### src/rtl/fp32_pkg.sv
// ============================================================================
// fp32_pkg : IEEE754 single-precision constants and integer-power FSM states
// Rev 1.0
// ============================================================================
`default_nettype none

package fp32_pkg;

    localparam int          EXP_BIAS = 127;
    localparam int          EXP_MAX  = 255;
    localparam logic [31:0] FP_ONE   = 32'h3F80_0000;
    localparam logic [31:0] FP_PINF  = 32'h7F80_0000;
    localparam int          QNAN_BIT = 22;

    typedef enum logic [1:0] {
        IDLE = 2'd0,
        MUL  = 2'd1,
        NORM = 2'd2,
        FIN  = 2'd3
    } state_e;

endpackage

`default_nettype wire

### src/rtl/fp_pow_int_seq_if.sv
// ============================================================================
// fp_pow_int_seq_if : start/done request and result bus of the power unit
// Rev 1.0
// ============================================================================
`default_nettype none

interface fp_pow_int_seq_if #(
    parameter int K_W = 5
) ();

    logic           start;
    logic [31:0]    X;
    logic [K_W-1:0] K;
    logic [31:0]    result;
    logic           overflow;
    logic           underflow;
    logic           busy;
    logic           done;

    modport master (
        output start, X, K,
        input  result, overflow, underflow, busy, done
    );

    modport slave (
        input  start, X, K,
        output result, overflow, underflow, busy, done
    );

endinterface

`default_nettype wire

### src/rtl/mant_mul_seq.sv
// ============================================================================
// mant_mul_seq : 24x24 shift-add mantissa multiplier, one multiplier bit/step
// Rev 1.0
// ============================================================================
`default_nettype none

module mant_mul_seq (
    input  wire logic        clk,
    input  wire logic        rst_n,
    input  wire logic        i_load,
    input  wire logic        i_step,
    input  wire logic [23:0] i_a,
    input  wire logic [23:0] i_b,
    output logic      [47:0] o_product
);

    logic [23:0] mcand_q, mcand_d;
    logic [23:0] mplier_q, mplier_d;
    logic [47:0] prod_q, prod_d;
    logic [24:0] w_sum;

    // LSB-first: add into the upper half, then shift the whole product right
    always_comb begin
        mcand_d  = mcand_q;
        mplier_d = mplier_q;
        prod_d   = prod_q;
        w_sum    = {1'b0, prod_q[47:24]} + {1'b0, (mplier_q[0] ? mcand_q : 24'd0)};
        if (i_load) begin
            mcand_d  = i_a;
            mplier_d = i_b;
            prod_d   = 48'd0;
        end else if (i_step) begin
            prod_d   = {w_sum, prod_q[23:1]};
            mplier_d = {1'b0, mplier_q[23:1]};
        end
    end

    always_ff @(posedge clk or negedge rst_n) begin
        if (!rst_n) begin
            mcand_q  <= 24'd0;
            mplier_q <= 24'd0;
            prod_q   <= 48'd0;
        end else begin
            mcand_q  <= mcand_d;
            mplier_q <= mplier_d;
            prod_q   <= prod_d;
        end
    end

    assign o_product = prod_q;

endmodule

`default_nettype wire

### src/rtl/fp_pow_int_seq.sv
// ============================================================================
// fp_pow_int_seq : sequential fp32 X^K by repeated mantissa multiplication.
// Optional FP_POW_ROUND_NEAREST_EN: round-to-nearest-even instead of truncate.
// Rev 1.0
// ============================================================================
`default_nettype none

module fp_pow_int_seq
    import fp32_pkg::*;
#(
    parameter int K_W       = 5,
    parameter int MUL_STEPS = 24
) (
    input  wire logic       CLK,
    input  wire logic       RST,
    fp_pow_int_seq_if.slave bus
);

    localparam int STEP_W = $clog2(MUL_STEPS + 1);

    state_e             state_q, state_d;
    logic               busy_q, busy_d;
    logic               done_q, done_d;
    logic               ovf_q, ovf_d;
    logic               unf_q, unf_d;
    logic [31:0]        result_q, result_d;
    logic               sign_q, sign_d;
    logic [22:0]        x_frac_q, x_frac_d;
    logic [7:0]         x_exp_q, x_exp_d;
    logic [7:0]         acc_exp_q, acc_exp_d;
    logic [K_W-1:0]     rem_q, rem_d;
    logic [STEP_W-1:0]  step_q, step_d;

    logic               mul_load, mul_step;
    logic [23:0]        mul_a, mul_b;
    logic [47:0]        product;

    logic               w_sign, w_hi, w_rnd_c, w_ovf, w_unf;
    logic [22:0]        w_frac_t, w_frac;
    logic [9:0]         w_exp;

    mant_mul_seq u_mul (
        .clk       (CLK),
        .rst_n     (RST),
        .i_load    (mul_load),
        .i_step    (mul_step),
        .i_a       (mul_a),
        .i_b       (mul_b),
        .o_product (product)
    );

    assign w_hi     = product[47];
    assign w_frac_t = w_hi ? product[46:24] : product[45:23];

`ifdef FP_POW_ROUND_NEAREST_EN
    logic        w_guard, w_sticky, w_round_up;
    logic [23:0] w_frac_r;
    assign w_guard    = w_hi ? product[23] : product[22];
    assign w_sticky   = w_hi ? (|product[22:0]) : (|product[21:0]);
    assign w_round_up = w_guard & (w_sticky | w_frac_t[0]);
    // A carry out leaves the fraction at zero, i.e. the renormalized 1.0
    assign w_frac_r   = {1'b0, w_frac_t} + {23'd0, w_round_up};
    assign w_rnd_c    = w_frac_r[23];
    assign w_frac     = w_frac_r[22:0];
`else
    logic unused_lsbs;
    assign unused_lsbs = ^product[22:0];
    assign w_rnd_c     = 1'b0;
    assign w_frac      = w_frac_t;
`endif

    // 10-bit two's complement so both overflow and underflow are visible
    assign w_exp = {2'b00, acc_exp_q} + {2'b00, x_exp_q} - 10'(EXP_BIAS)
                 + {9'd0, w_hi} + {9'd0, w_rnd_c};
    assign w_ovf = $signed(w_exp) >= $signed(10'(EXP_MAX));
    assign w_unf = $signed(w_exp) <= 10'sd0;

    assign w_sign = bus.X[31] & bus.K[0];

    always_comb begin
        state_d   = state_q;
        busy_d    = done_q ? 1'b0 : busy_q;
        done_d    = 1'b0;
        ovf_d     = ovf_q;
        unf_d     = unf_q;
        result_d  = result_q;
        sign_d    = sign_q;
        x_frac_d  = x_frac_q;
        x_exp_d   = x_exp_q;
        acc_exp_d = acc_exp_q;
        rem_d     = rem_q;
        step_d    = step_q;
        mul_load  = 1'b0;
        mul_step  = 1'b0;
        mul_a     = {1'b1, w_frac};
        mul_b     = {1'b1, x_frac_q};

        case (state_q)
            IDLE: begin
                if (bus.start && !busy_q) begin
                    busy_d    = 1'b1;
                    ovf_d     = 1'b0;
                    unf_d     = 1'b0;
                    sign_d    = w_sign;
                    x_frac_d  = bus.X[22:0];
                    x_exp_d   = bus.X[30:23];
                    acc_exp_d = bus.X[30:23];
                    rem_d     = bus.K - K_W'(1);
                    step_d    = STEP_W'(MUL_STEPS);
                    state_d   = FIN;
                    if (bus.K == '0) begin
                        result_d = FP_ONE;
                    end else if (bus.X[30:23] == 8'd0) begin
                        result_d = {w_sign, 31'd0};
                    end else if (bus.X[30:23] == 8'hFF) begin
                        result_d = (bus.X[22:0] != 23'd0)
                                 ? {w_sign, 8'hFF, bus.X[22:0] | (23'd1 << QNAN_BIT)}
                                 : {w_sign, FP_PINF[30:0]};
                    end else if (bus.K == K_W'(1)) begin
                        result_d = bus.X;
                    end else begin
                        state_d  = MUL;
                        mul_load = 1'b1;
                        mul_a    = {1'b1, bus.X[22:0]};
                        mul_b    = {1'b1, bus.X[22:0]};
                    end
                end
            end
            MUL: begin
                mul_step = 1'b1;
                step_d   = step_q - STEP_W'(1);
                if (step_q == STEP_W'(1)) state_d = NORM;
            end
            NORM: begin
                if (w_ovf) begin
                    ovf_d    = 1'b1;
                    result_d = {sign_q, FP_PINF[30:0]};
                    state_d  = FIN;
                end else if (w_unf) begin
                    unf_d    = 1'b1;
                    result_d = {sign_q, 31'd0};
                    state_d  = FIN;
                end else begin
                    acc_exp_d = w_exp[7:0];
                    rem_d     = rem_q - K_W'(1);
                    if (rem_q == K_W'(1)) begin
                        result_d = {sign_q, w_exp[7:0], w_frac};
                        state_d  = FIN;
                    end else begin
                        mul_load = 1'b1;
                        step_d   = STEP_W'(MUL_STEPS);
                        state_d  = MUL;
                    end
                end
            end
            FIN: begin
                done_d  = 1'b1;
                state_d = IDLE;
            end
            default: state_d = IDLE;
        endcase
    end

    always_ff @(posedge CLK or negedge RST) begin
        if (!RST) begin
            state_q   <= IDLE;
            busy_q    <= 1'b0;
            done_q    <= 1'b0;
            ovf_q     <= 1'b0;
            unf_q     <= 1'b0;
            result_q  <= 32'd0;
            sign_q    <= 1'b0;
            x_frac_q  <= 23'd0;
            x_exp_q   <= 8'd0;
            acc_exp_q <= 8'd0;
            rem_q     <= '0;
            step_q    <= '0;
        end else begin
            state_q   <= state_d;
            busy_q    <= busy_d;
            done_q    <= done_d;
            ovf_q     <= ovf_d;
            unf_q     <= unf_d;
            result_q  <= result_d;
            sign_q    <= sign_d;
            x_frac_q  <= x_frac_d;
            x_exp_q   <= x_exp_d;
            acc_exp_q <= acc_exp_d;
            rem_q     <= rem_d;
            step_q    <= step_d;
        end
    end

    assign bus.result    = result_q;
    assign bus.overflow  = ovf_q;
    assign bus.underflow = unf_q;
    assign bus.busy      = busy_q;
    assign bus.done      = done_q;

endmodule

`default_nettype wire

### src/flat_wrapper.sv
// flat-port wrapper written by rule: the top's interface ports become plain ports
module fp_pow_int_seq_flat import fp32_pkg::*;
#(
    parameter int K_W       = 5,
    parameter int MUL_STEPS = 24
)
  (CLK, RST, bus_start, bus_X, bus_K, bus_result, bus_overflow, bus_underflow, bus_busy, bus_done);
  fp_pow_int_seq_if #(.K_W(K_W)) bus_i ();
  input  wire logic CLK;
  input  wire logic RST;
  input wire logic [$bits(bus_i.start)-1:0] bus_start;
  input wire logic [$bits(bus_i.X)-1:0] bus_X;
  input wire logic [$bits(bus_i.K)-1:0] bus_K;
  output wire logic [$bits(bus_i.result)-1:0] bus_result;
  output wire logic [$bits(bus_i.overflow)-1:0] bus_overflow;
  output wire logic [$bits(bus_i.underflow)-1:0] bus_underflow;
  output wire logic [$bits(bus_i.busy)-1:0] bus_busy;
  output wire logic [$bits(bus_i.done)-1:0] bus_done;
  assign bus_i.start = bus_start;
  assign bus_i.X = bus_X;
  assign bus_i.K = bus_K;
  assign bus_result = bus_i.result;
  assign bus_overflow = bus_i.overflow;
  assign bus_underflow = bus_i.underflow;
  assign bus_busy = bus_i.busy;
  assign bus_done = bus_i.done;
  fp_pow_int_seq #(.K_W(K_W), .MUL_STEPS(MUL_STEPS)) u_core (.CLK(CLK), .RST(RST), .bus(bus_i));
endmodule
### config.mk
export PLATFORM = sky130hd
export DESIGN_NAME = fp_pow_int_seq_flat
export DESIGN_NICKNAME = d
export VERILOG_FILES = /design/src/rtl/fp32_pkg.sv /design/src/rtl/fp_pow_int_seq_if.sv /design/src/rtl/mant_mul_seq.sv /design/src/rtl/fp_pow_int_seq.sv /design/src/flat_wrapper.sv
export SDC_FILE = /design/constraint.sdc
export NUM_CORES = 1
export LEC_CHECK = 0
export CAP_MARGIN = 10
export CORE_MARGIN = 2
export CORE_UTILIZATION = 53
export DETAILED_ROUTE_END_ITERATION = 10
export DONT_BUFFER_PORTS = 1
export PLACE_DENSITY = 0.73
export RECOVER_POWER = 25
export SLEW_MARGIN = 5
export SYNTH_ARGS = -nofsm -noshare
export SYNTH_HDL_FRONTEND = slang
export SYNTH_SLANG_ARGS = --single-unit
export TNS_END_PERCENT = 10
### constraint.sdc
create_clock -name CLK -period 4 [get_ports CLK]
set_clock_uncertainty 0.2 [all_clocks]
set_input_delay 0.4 -clock CLK [delete_from_list [all_inputs] [get_ports CLK]]
set_output_delay 0.4 -clock CLK [all_outputs]
set_load 0.1 [all_outputs]
==> flow_summary.yaml, run 1 <==
global_route:
  grt.overflow.total: 0
  track_usage_pct: 28.6
  grt_pass1_vias: 8467
  antenna_found_initial: 0
  grt_max_degree: 162
  grt_pass1_wl_um: 44700
sta:
  hold_violations: 161
  relSlewSlack_pct: 25.8
  drv_slew: 0
  hold_slack_ns: -0.549
  setup_viol: 0
  fmax_mhz: 259
  worst_pin_slew_ns: 1.11
  timing.final.crit_share_pct: 96.6
  fin_crit_ns: 3.86
detailed_routing:
  routed_wirelength_um: 28500
  antenna_left: 0
  drc: 0
  vias: 8493
  viasPerCell: 6.25
  dr.pass1.iters: 6
  drtIter0Drc: 899
  wire_per_inst_um: 21.0
setup_path:
  path_class: "register to register"
  crit_path_start_kind: "register"
  cp_data_arrival_time_ns: 3.99
  crit_path_end_kind: "register"
  cpMaxStageDelayCell: "fa_2"
  r2r_slack_ns: 0.14
  slowest_delay_ns: 0.57
  cp_max_fo: 13
  cp.required_ns: 4.13
  critical_path.cell_chain: "ha_2 -> inv_1 -> fa_2 -> inv_1 -> ha_2 -> inv_1 -> nor2_2 -> and3_4 -> and3_4 -> a21o_1 -> mux2i_4 -> nand4_4 -> buf_12 -> o21ai_4 -> buf_12 -> buf_12 -> mux2_1"
clocking:
  cts_hold_buf: 33
  cts-htree-levels: 4
  cts_root_buf: "clkbuf_16"
  numCtsBuffers: 17
  clock_sinks: 161
  path_clk_slew_ns: 0.08
  clockBufferDepth: 2
  worstSkewPairLatency_ns: 0.45
  cts_tree: "done"
synthesis:
  synth_fp_nets: 1171
  ys_ff_latch: 161
  yosysUniqueCellTypes: 72
  syn-cell-area_um2: 9880
  ys_seq_area_share_pct: 40.8
  syn_inst: 1089
  yosys_warnings: 0
  synth_edf_count: 0
  synthArstFlopShare_pct: 100
  yosys-top-cells-area: "dfrtp_1 (41%), nand2_1 (7.1%), mux2i_1 (5.5%)"
  syn_avg_cell_area_um2: 9.07
  synth_flop_cell: "dfrtp_1"
  yosysTopAreaCell: "dfrtp_1"
  synth_top_cell_area_share_pct: 40.8
pwr:
  seq_power_share_pct: 38.1
  p_per_area_nw_per_um2: 985
  internal-power_mw: 5.61
  peakVddDrop_mv: 0.467
  clock_power_share_pct: 14.8
  combPwrFrac_pct: 47.1
  p_switching_mw: 5.55
  switching_share_pct: 49.7
  cellLeakagePower_nw: 5.06
  power_mw: 11.2
layout:
  layout_commonest_cell: "nand2_1"
  finish.instance_area_um2: 11300
  mostFrequentLayoutCells: "nand2_1 (186), dfrtp_1 (160), nor2_1 (90)"
  layout-drive-gt1-share_pct: 10.9
  fin_nets: 1198
  antennaDiodeCount: 0
  instances_no_fill: 1358
  syn_to_final_growth_pct: 14.6
  fillCellCount: 1497
die:
  core_um2: 18100
  start_util_pct: 54.4
  die_h_um: 141
  row_count: 49
  die-area_um2: 19700
  ios: 76
  die_w_um: 141
run_status:
  status: "finished with violations"
  violations: "negative hold slack"
placement:
  dp.cells: 1279
  io_buffers: 0
  dp_hpwl_um: 17300
  placed_area_um2: 10100
  gp_congestion: 0.939
hold_path:
  hp-class: "primary input to asynchronous set/reset pin"
flow_run:
  cap_violations: 0
sequential cells by signal, indices dropped and copies added, names as in the netlist:
name                    cells
u_core.acc_exp_q            8
u_core.bus.busy             1
u_core.bus.done             1
u_core.bus.overflow         1
u_core.bus.result          32
u_core.bus.underflow        1
u_core.rem_q                5
u_core.sign_q               1
u_core.state_q              2
u_core.step_q               5
u_core.u_mul.mcand_q       24
u_core.u_mul.mplier_q      24
u_core.u_mul.o_product     25
u_core.x_exp_q              8
u_core.x_frac_q            23
timing repair:
| action | 4_1_cts | 5_1_grt |
|---|---|---|
| pin swaps | 0 | 6 |
| gates resized for setup | 4 | 18 |
| endpoints found under the hold margin | 257 | 161 |
| buffers inserted | 0 | 10 |
| gates cloned | 0 | 4 |
| endpoints found under the setup margin | 15 | 76 |
worst max-delay path: cells and delay by family (launching register included):
family / cells / cell delay [ns]
mux: 2 / 0.51
buf+inv: 6 / 0.70
fa+ha+maj: 3 / 0.96
flops: 1 / 0.38
simple gates: 4 / 0.59
compound gates: 2 / 0.39
Yosys cell counts, types with 13 or more instances:
library cell	n
ha_1	40
nand3_1	18
a21o_1	15
o21ai_0	61
inv_1	24
nor3_1	29
o211ai_1	53
buf_2	13
dfrtp_1	161
clkbuf_1	46
nor2_1	93
mux2i_1	54
and2_1	29
mux2_1	29
a21oi_1	49
nand2_1	186
xnor2_1	19
power groups by stage:
stage,sequential [mW],clock (mW),combinational (mW)
after floorplan,4.04,0,4.07
after global placement,4.24,0,4.85
after detailed placement,4.25,0,4.95
after CTS,4.23,1.67,5.03
after global routing,4.34,1.74,5.85
final,4.25,1.65,5.25
cells by family after synthesis:
group	count (synthesis)	share of synthesized area, %
AO/OA/AOI/OAI	267	18.8
XOR/XNOR	28	2.48
adder cells (fa/ha/maj)	42	5.47
buffers and inverters	92	3.94
flip-flops	161	40.8
multiplexers	89	9.57
AND/OR/NAND/NOR	410	19.0
layer usage:
| layer | vias up | GRT usage (%) | part of all wire, % |
|---|---|---|---|
| li1 | 3954 | - | - |
| met1 | 4142 | 39.0 | 44 |
| met2 | 343 | 45.1 | 46 |
| met3 | 54 | 7.69 | 8.1 |
| met4 | 0 | 8.47 | 2.1 |
| met5 | - | 0 | 0 |
worst paths after layout:
kind | depth (start not counted) | to | from
min in group CLK | 3 | u_core.bus.result[5] | bus_X[5]
setup reg to reg | 17 | u_core.bus.result[4] | u_core.x_exp_q[0]
hold reg to reg | 1 | u_core.u_mul.mcand_q[23] | u_core.u_mul.mcand_q[23]
max in group asynchronous | 0 | u_core.x_frac_q[18] | RST
hold / removal | 0 | u_core.step_q[0] | RST
setup / recovery | 17 | u_core.bus.result[4] | u_core.x_exp_q[0]
metrics by stage:
stage	setup slack, ns	TNS [ns]	utilization, %
3_5_place_dp	0.0278	0	55.9
3_3_place_gp	0.0973	0	55.9
4_1_cts	0.0246	0	61.1
5_1_grt	-0.0298	-0.159	62.4
6_report	0.137	0	62.4
2_1_floorplan	0.260	0	-
final cells by class:
class / instances / area [µm²] / area share (%)
timing repair buffer: 76 / 783 / 6.92
sequential: 161 / 4030 / 35.6
clock buffer: 17 / 425 / 3.76
multi-input combinational: 836 / 5540 / 48.9
tap: 229 / 287 / 2.53
clock inverter: 15 / 169 / 1.49
inverter: 24 / 90.1 / 0.795
Power figures use the tool's default switching activity.
==> run 2, diff against run 1 <==
Settings changed: CTS_BUF_LIST from default to sky130_fd_sc_hd__clkbuf_4 sky130_fd_sc_hd__clkbuf_8 sky130_fd_sc_hd__clkbuf_16.
==> results of run 2 <==
No change in the layout: final DEF, timing and power equal those of run 1.
==> run 3, diff against run 2 <==
Settings changed: RECOVER_POWER 25 to default.
==> results of run 3 <==
No change in the layout: final DEF, timing and power equal those of run 1.
==> RTL edit 1 (config.mk and constraints of run 2) <==
The option `FP_POW_ROUND_NEAREST_EN` is turned on by a define.
--- a/src/rtl/fp_pow_int_seq.sv
+++ b/src/rtl/fp_pow_int_seq.sv
@@ -6,2 +6,4 @@
 `default_nettype none
+
+`define FP_POW_ROUND_NEAREST_EN
 
Check against the original RTL: not settled (the Yosys comparison gave no result); the edit may change what the design does.
==> RTL edit 1 against run 2 <==
The run ends with hold timing, setup timing left; setup slack got worse by 1.3 ns; hold slack barely moved; final area rose by 21%; area after synthesis rose by 11%; total power rose by 15%; non-clock buffer count rose by 107; sequential cell count rose by 23; routed wire length rose by 25%; critical endpoint is now u_core.u_mul.mplier_q[14]; largest cell class unchanged; largest power group unchanged.
==> RTL edit 1: results (changes against run 2) <==
Placed design
  – Routability congestion estimate: 0.883 (-6.0%)
  – Port bufs: 0 (unchanged)
  – Placed cell count: 1,550 (+21%)
  – Estimated wirelength of the detail-placed design: 21,600 µm (+25%)
  – Placement Setup Slack: -1.21 ns (-1.24 ns)

Route
  – Routed length per placed instance: 21.8 µm (+3.7%)
  – Count of TritonRoute iterations in the first routing pass: 7 (+1)
  – Total detailed-routing wirelength: 35,700 µm (+25%)
  – Initial detailed-routing violation count: 1,189 (+32%)
  – Number of vias per cell: 6.36 (+1.7%)

Synthesis
  – Most used standard cell by instance count after synthesis: sky130_fd_sc_hd__nand2_1
  – Distinct cells, synth: 78 (+8.3%)
  – Number of instances in the synthesized netlist: 1,223 (+12%)
  – Cells taking the most area after synthesis: sky130_fd_sc_hd__dfrtp_1 (42%), sky130_fd_sc_hd__nand2_1 (7.8%), sky130_fd_sc_hd__ha_1 (5.0%)
  – Most frequent cells after synthesis: sky130_fd_sc_hd__nand2_1 (227), sky130_fd_sc_hd__dfrtp_1 (184), sky130_fd_sc_hd__nor2_1 (82)
  – Post-synthesis net count: 1,310 (+12%)
  – Register area share after synthesis: 42.0% (+1.2 points)
  – Synth Flop Type: sky130_fd_sc_hd__dfrtp_1
  – Share of async-settable or async-resettable flops after synthesis: 100% (unchanged)

Layout
  – Layout cells sized above 1: 19.8% (+8.9 points)
  – Max FFs per register: 48 (+50%)
  – Final net count: 1,443 (+20%)
  – Filler cell count in the final layout: 1,515 (+1.2%)

Critical path
  – Data arrival time at the worst-slack endpoint: 5.31 ns (+1.32 ns)
  – CP top delay family: simple AND/OR/NAND/NOR gates
  – Largest fanout of any net on the critical path: 5 (-8)
  – Launch point of the critical path: u_core.u_mul.o_product[47]
  – Worst Reg2Reg Path Length in Cells: 21 (+4)
  – Largest stage delay, worst path: 0.56 ns
  – Cell at the slowest stage of the critical path: sky130_fd_sc_hd__or4_4
  – Crit path to: u_core.u_mul.mplier_q[14]

GRT
  – Maximum number of pins on one net before global-route repair: 185 (+14%)
  – Vias in the first global route: 10,265 (+21%)
  – Antenna violations before repair: 1 (+1)
  – Global-route wire length before repair: 55,300 µm (+24%)
  – Aggregate global-route resource usage: 32.3% (+3.8 points)

Status
  – Outcome: complete, but fails checks
  – Violations in the final reports: hold timing, setup timing

Timing
  – Number of setup violations in the final report: 149 (+149)
  – Worst hold slack after final layout: -0.548 ns (+0.000464 ns)
  – Hold Fails Final Rpt: 184 (+14%)
  – Slew at the pin closest to its max-slew limit: 1.03 ns (-0.0810 ns)
  – Setup slack of the critical path after layout: -1.18 ns (-1.32 ns)
  – Total negative setup slack: -152.99 ns (-152.99 ns)

Pwr
  – Leak Pwr: 6.23 nW (+23%)
  – Highest ir drop seen on vdd: 0.462 mV (-1.2%)

Clock tree
  – Cells resized by post-CTS repair: 41 (+37)
  – CTS Hold Bufs: 37 (+12%)
  – Deepest clock path buffer count: 2 (unchanged)
  – Total setup buffers inserted after CTS: 10 (+10)
[RTL edit 1: changes by cell type after synthesis, sizes merged, moves of 16 or more]
| cell | run 2 | this run |
|---|---|---|
| nand3 | 18 | 54 |
| o211ai | 54 | 8 |
| a22oi | 2 | 23 |
| a22o | 0 | 46 |
| a311oi | 22 | 1 |
| mux2i | 55 | 17 |
| dfrtp | 161 | 184 |
| nand2 | 186 | 227 |
| xor2 | 9 | 28 |
| xnor2 | 19 | 35 |
| mux2 | 34 | 8 |
[RTL edit 1: metrics by stage]
stage          instance area (µm²)  util (%)
5_1_grt                      13700      67.7
3_3_place_gp                 12100      59.9
2_1_floorplan                11100         -
4_1_cts                      13500      66.7
3_5_place_dp                 12100      59.9
6_report                     13700      67.7
[RTL edit 1: area by class of cell]
| cell class | instances | share of cell area (%) |
|---|---|---|
| Clock inverter | 12 | 1.19 |
| Inverter | 30 | 0.822 |
| Clock buffer | 20 | 3.31 |
| Multi-Input combinational cell | 940 | 45.6 |
| Sequential cell | 184 | 33.6 |
| Tap cell | 270 | 2.47 |
| Timing Repair Buffer | 183 | 13.0 |
[RTL edit 1: layer usage]
metal	vias to the layer above	GRT usage (%)	share of wire [%]
met2	586	51.7	46
met4	0	19.9	6.9
met5	-	0	0
li1	4656	-	-
met1	4998	39.3	38
met3	180	8.40	8.8
[RTL edit 1: report_power, final]
| part | total, mW | internal (mW) | switching, mW |
|---|---|---|---|
| sequential | 4.60 | 2.67 | 1.93 |
| combinational | 6.37 | 2.94 | 3.43 |
| clock | 1.81 | 1.02 | 0.788 |
[RTL edit 1: logic make-up after synthesis]
group / synth area share [%]
buffers and inverters: 3.87
xor gates and xnor gates: 5.32
muxes: 2.38
and+or+nand+nor: 21.4
AOI/OAI and AO/OA: 19.4
DFF: 42.0
adders and majority gates: 5.57
==> RTL edit 2 (flow settings as in run 2) <==
Without the edit above. Encoding of `state_e`: now one-hot (4 bits for 4 states).
--- a/src/rtl/fp32_pkg.sv
+++ b/src/rtl/fp32_pkg.sv
@@ -14,7 +14,7 @@
 
-    typedef enum logic [1:0] {
-        IDLE = 2'd0,
-        MUL  = 2'd1,
-        NORM = 2'd2,
-        FIN  = 2'd3
+    typedef enum logic [3:0] {
+        IDLE = 4'b0001,
+        MUL  = 4'b0010,
+        NORM = 4'b0100,
+        FIN  = 4'b1000
     } state_e;
Formal check against the unedited RTL: same outputs for any inputs over 4 cycles, from zero or initial values and one cycle with RST low; so few cycles prove little.
==> RTL edit 2 against run 2 <==
Critical path type unchanged; critical endpoint is now u_core.u_mul.mplier_q[8]; sequential cell count up 2; largest cell class unchanged; final area decreased by 1.0%; the flow still finishes with violations (hold timing); global-route usage fell by 1.6 points; synthesized cell count fell by 10%; area after synthesis is 0.16% lower; sequential share of layout area is 0.82 points higher; setup slack better by 0.024 ns; routed wire length is 9.5% lower; critical path depth is 3 lower.
Power is not compared: it rests on default switching activity, and its combinational part moved more than twofold at a synthesized area within 25%.
==> RTL edit 2: results (changes against run 2) <==
Placed design
  – Placed cell count: 1,189 (-7.0%)
  – Routability congestion estimate: 0.929 (-1.1%)
  – Port bufs: 0 (unchanged)

Route
  – Initial detailed-routing violation count: 639 (-29%)
  – Number of vias per cell: 6.40 (+2.3%)
  – Routed length per placed instance: 20.5 µm (-2.1%)

Layout
  – Layout cells sized above 1: 15.3% (+4.4 points)
  – Final Non-Filler Cells: 1,255 (-7.6%)
  – Final net count: 1,095 (-8.6%)
  – Filler cell count in the final layout: 1,480 (-1.1%)

Synthesis
  – Most frequent cells after synthesis: sky130_fd_sc_hd__dfrtp_1 (162), sky130_fd_sc_hd__nand2_1 (108), sky130_fd_sc_hd__nor2_1 (59)
  – Distinct cells, synth: 83 (+15%)
  – Cells taking the most area after synthesis: sky130_fd_sc_hd__dfrtp_1 (41%), sky130_fd_sc_hd__ha_1 (5.1%), sky130_fd_sc_hd__mux2_2 (4.3%)
  – Number of instances in the synthesized netlist: 976 (-10%)
  – Register area share after synthesis: 41.4% (+0.59 points)

GRT
  – Met2 layer usage reported by global route: 44.8% (-0.23 points)
  – Maximum number of pins on one net before global-route repair: 164 (+1.2%)
  – Vias in the first global route: 8,141 (-3.9%)
  – Global-route wire length before repair: 42,800 µm (-4.3%)
  – GR met1 Demand/Resource: 36.4% (-2.6 points)
  – Aggregate global-route resource usage: 27.0% (-1.6 points)

Timing
  – Slew at the pin closest to its max-slew limit: 0.952 ns (-0.157 ns)
  – Worst hold slack after final layout: -0.551 ns (-0.00171 ns)
  – Hold Fails Final Rpt: 163 (+1.2%)

Critical path
  – Worst Reg2Reg Path Length in Cells: 14 (-3)
  – Worst setup slack for register-to-register paths: 0.16 ns (+0.02 ns)
  – Largest fanout of any net on the critical path: 17 (+4)
  – Cell at the slowest stage of the critical path: sky130_fd_sc_hd__fa_1
  – Crit Reg-Reg Startpoint: u_core.acc_exp_q[0]
  – Largest stage delay, worst path: 0.43 ns (-0.14 ns)
  – Reg-to-reg critical path endpoint: u_core.u_mul.mplier_q[8]
  – CP top delay family: compound AO/OA/AOI/OAI gates

Status
  – Violations in the final reports: hold timing
  – Outcome: complete, but fails checks
-- RTL edit 2: changes by cell type after synthesis, sizes merged, moves of 19 or more --
cell	run 2	this run
nand2	186	108
mux2	34	66
nor2	93	61
a22o	0	23
mux2i	55	36
-- RTL edit 2: cell families (layout without fill, tap and decap cells) --
kind of cell / count (synthesis) / after routing / synth area share (%)
buffers and inverters: 80 / 130 / 3.64
and+or+nand+nor: 271 / 271 / 13.1
adders and majority gates: 42 / 42 / 5.48
xor gates and xnor gates: 30 / 30 / 2.74
AOI/OAI and AO/OA: 288 / 288 / 22.5
muxes: 102 / 102 / 11.2
DFF: 163 / 163 / 41.4
-- RTL edit 2: routing by layer --
| metal | part of all wire [%] | wire length, µm |
|---|---|---|
| met1 | 44 | 11400 |
| met2 | 49 | 12500 |
| met3 | 5.5 | 1410 |
| met4 | 1.7 | 430 |
| met5 | 0 | 0 |
-- RTL edit 2: metrics by stage --
step	instance area (µm²)	TNS [ns]	setup slack, ns
floorplan	9860	0	0.118
global placement	10200	0	0.0741
detailed placement	10200	0	0.000575
CTS	11100	0	0.0292
global route	11200	-0.00329	-0.00329
finish	11200	0	0.161
-- RTL edit 2: worst max path at each step --
stage                                           from                   endpoint  slack (ns)  cells after the start
after floorplan           u_core.u_mul.o_product[47]  u_core.u_mul.mplier_q[10]        0.12                     17
after global placement           u_core.acc_exp_q[0]  u_core.u_mul.mplier_q[16]        0.07                     13
final                            u_core.acc_exp_q[0]   u_core.u_mul.mplier_q[8]        0.16                     14
after CTS                        u_core.acc_exp_q[0]  u_core.u_mul.mplier_q[16]        0.03                     13
after detailed placement         u_core.acc_exp_q[0]  u_core.u_mul.mplier_q[16]      0.0006                     13
after global routing             u_core.acc_exp_q[0]      u_core.bus.result[16]      -0.003                     15
-- RTL edit 2: power by group --
part	total (mW)	internal (mW)	switching, mW
combinational	1.90	0.826	1.07
clock	1.60	0.895	0.710
sequential	2.36	1.95	0.408
-- RTL edit 2: layout make-up --
class / count / area, µm² / area share, %
multi-input combinational: 733 / 5500 / 49.1
sequential: 163 / 4080 / 36.4
timing repair buffer: 73 / 679 / 6.06
clock buffer: 21 / 462 / 4.12
tap: 229 / 287 / 2.56
clock inverter: 11 / 106 / 0.949
inverter: 25 / 93.8 / 0.837
-- RTL edit 2: timing repair --
action | in CTS | in global routing
setup buffers | 0 | 1
endpoints found under the setup margin | 0 | 119
resized for setup | 0 | 12
hold endpoints to repair | 248 | 163
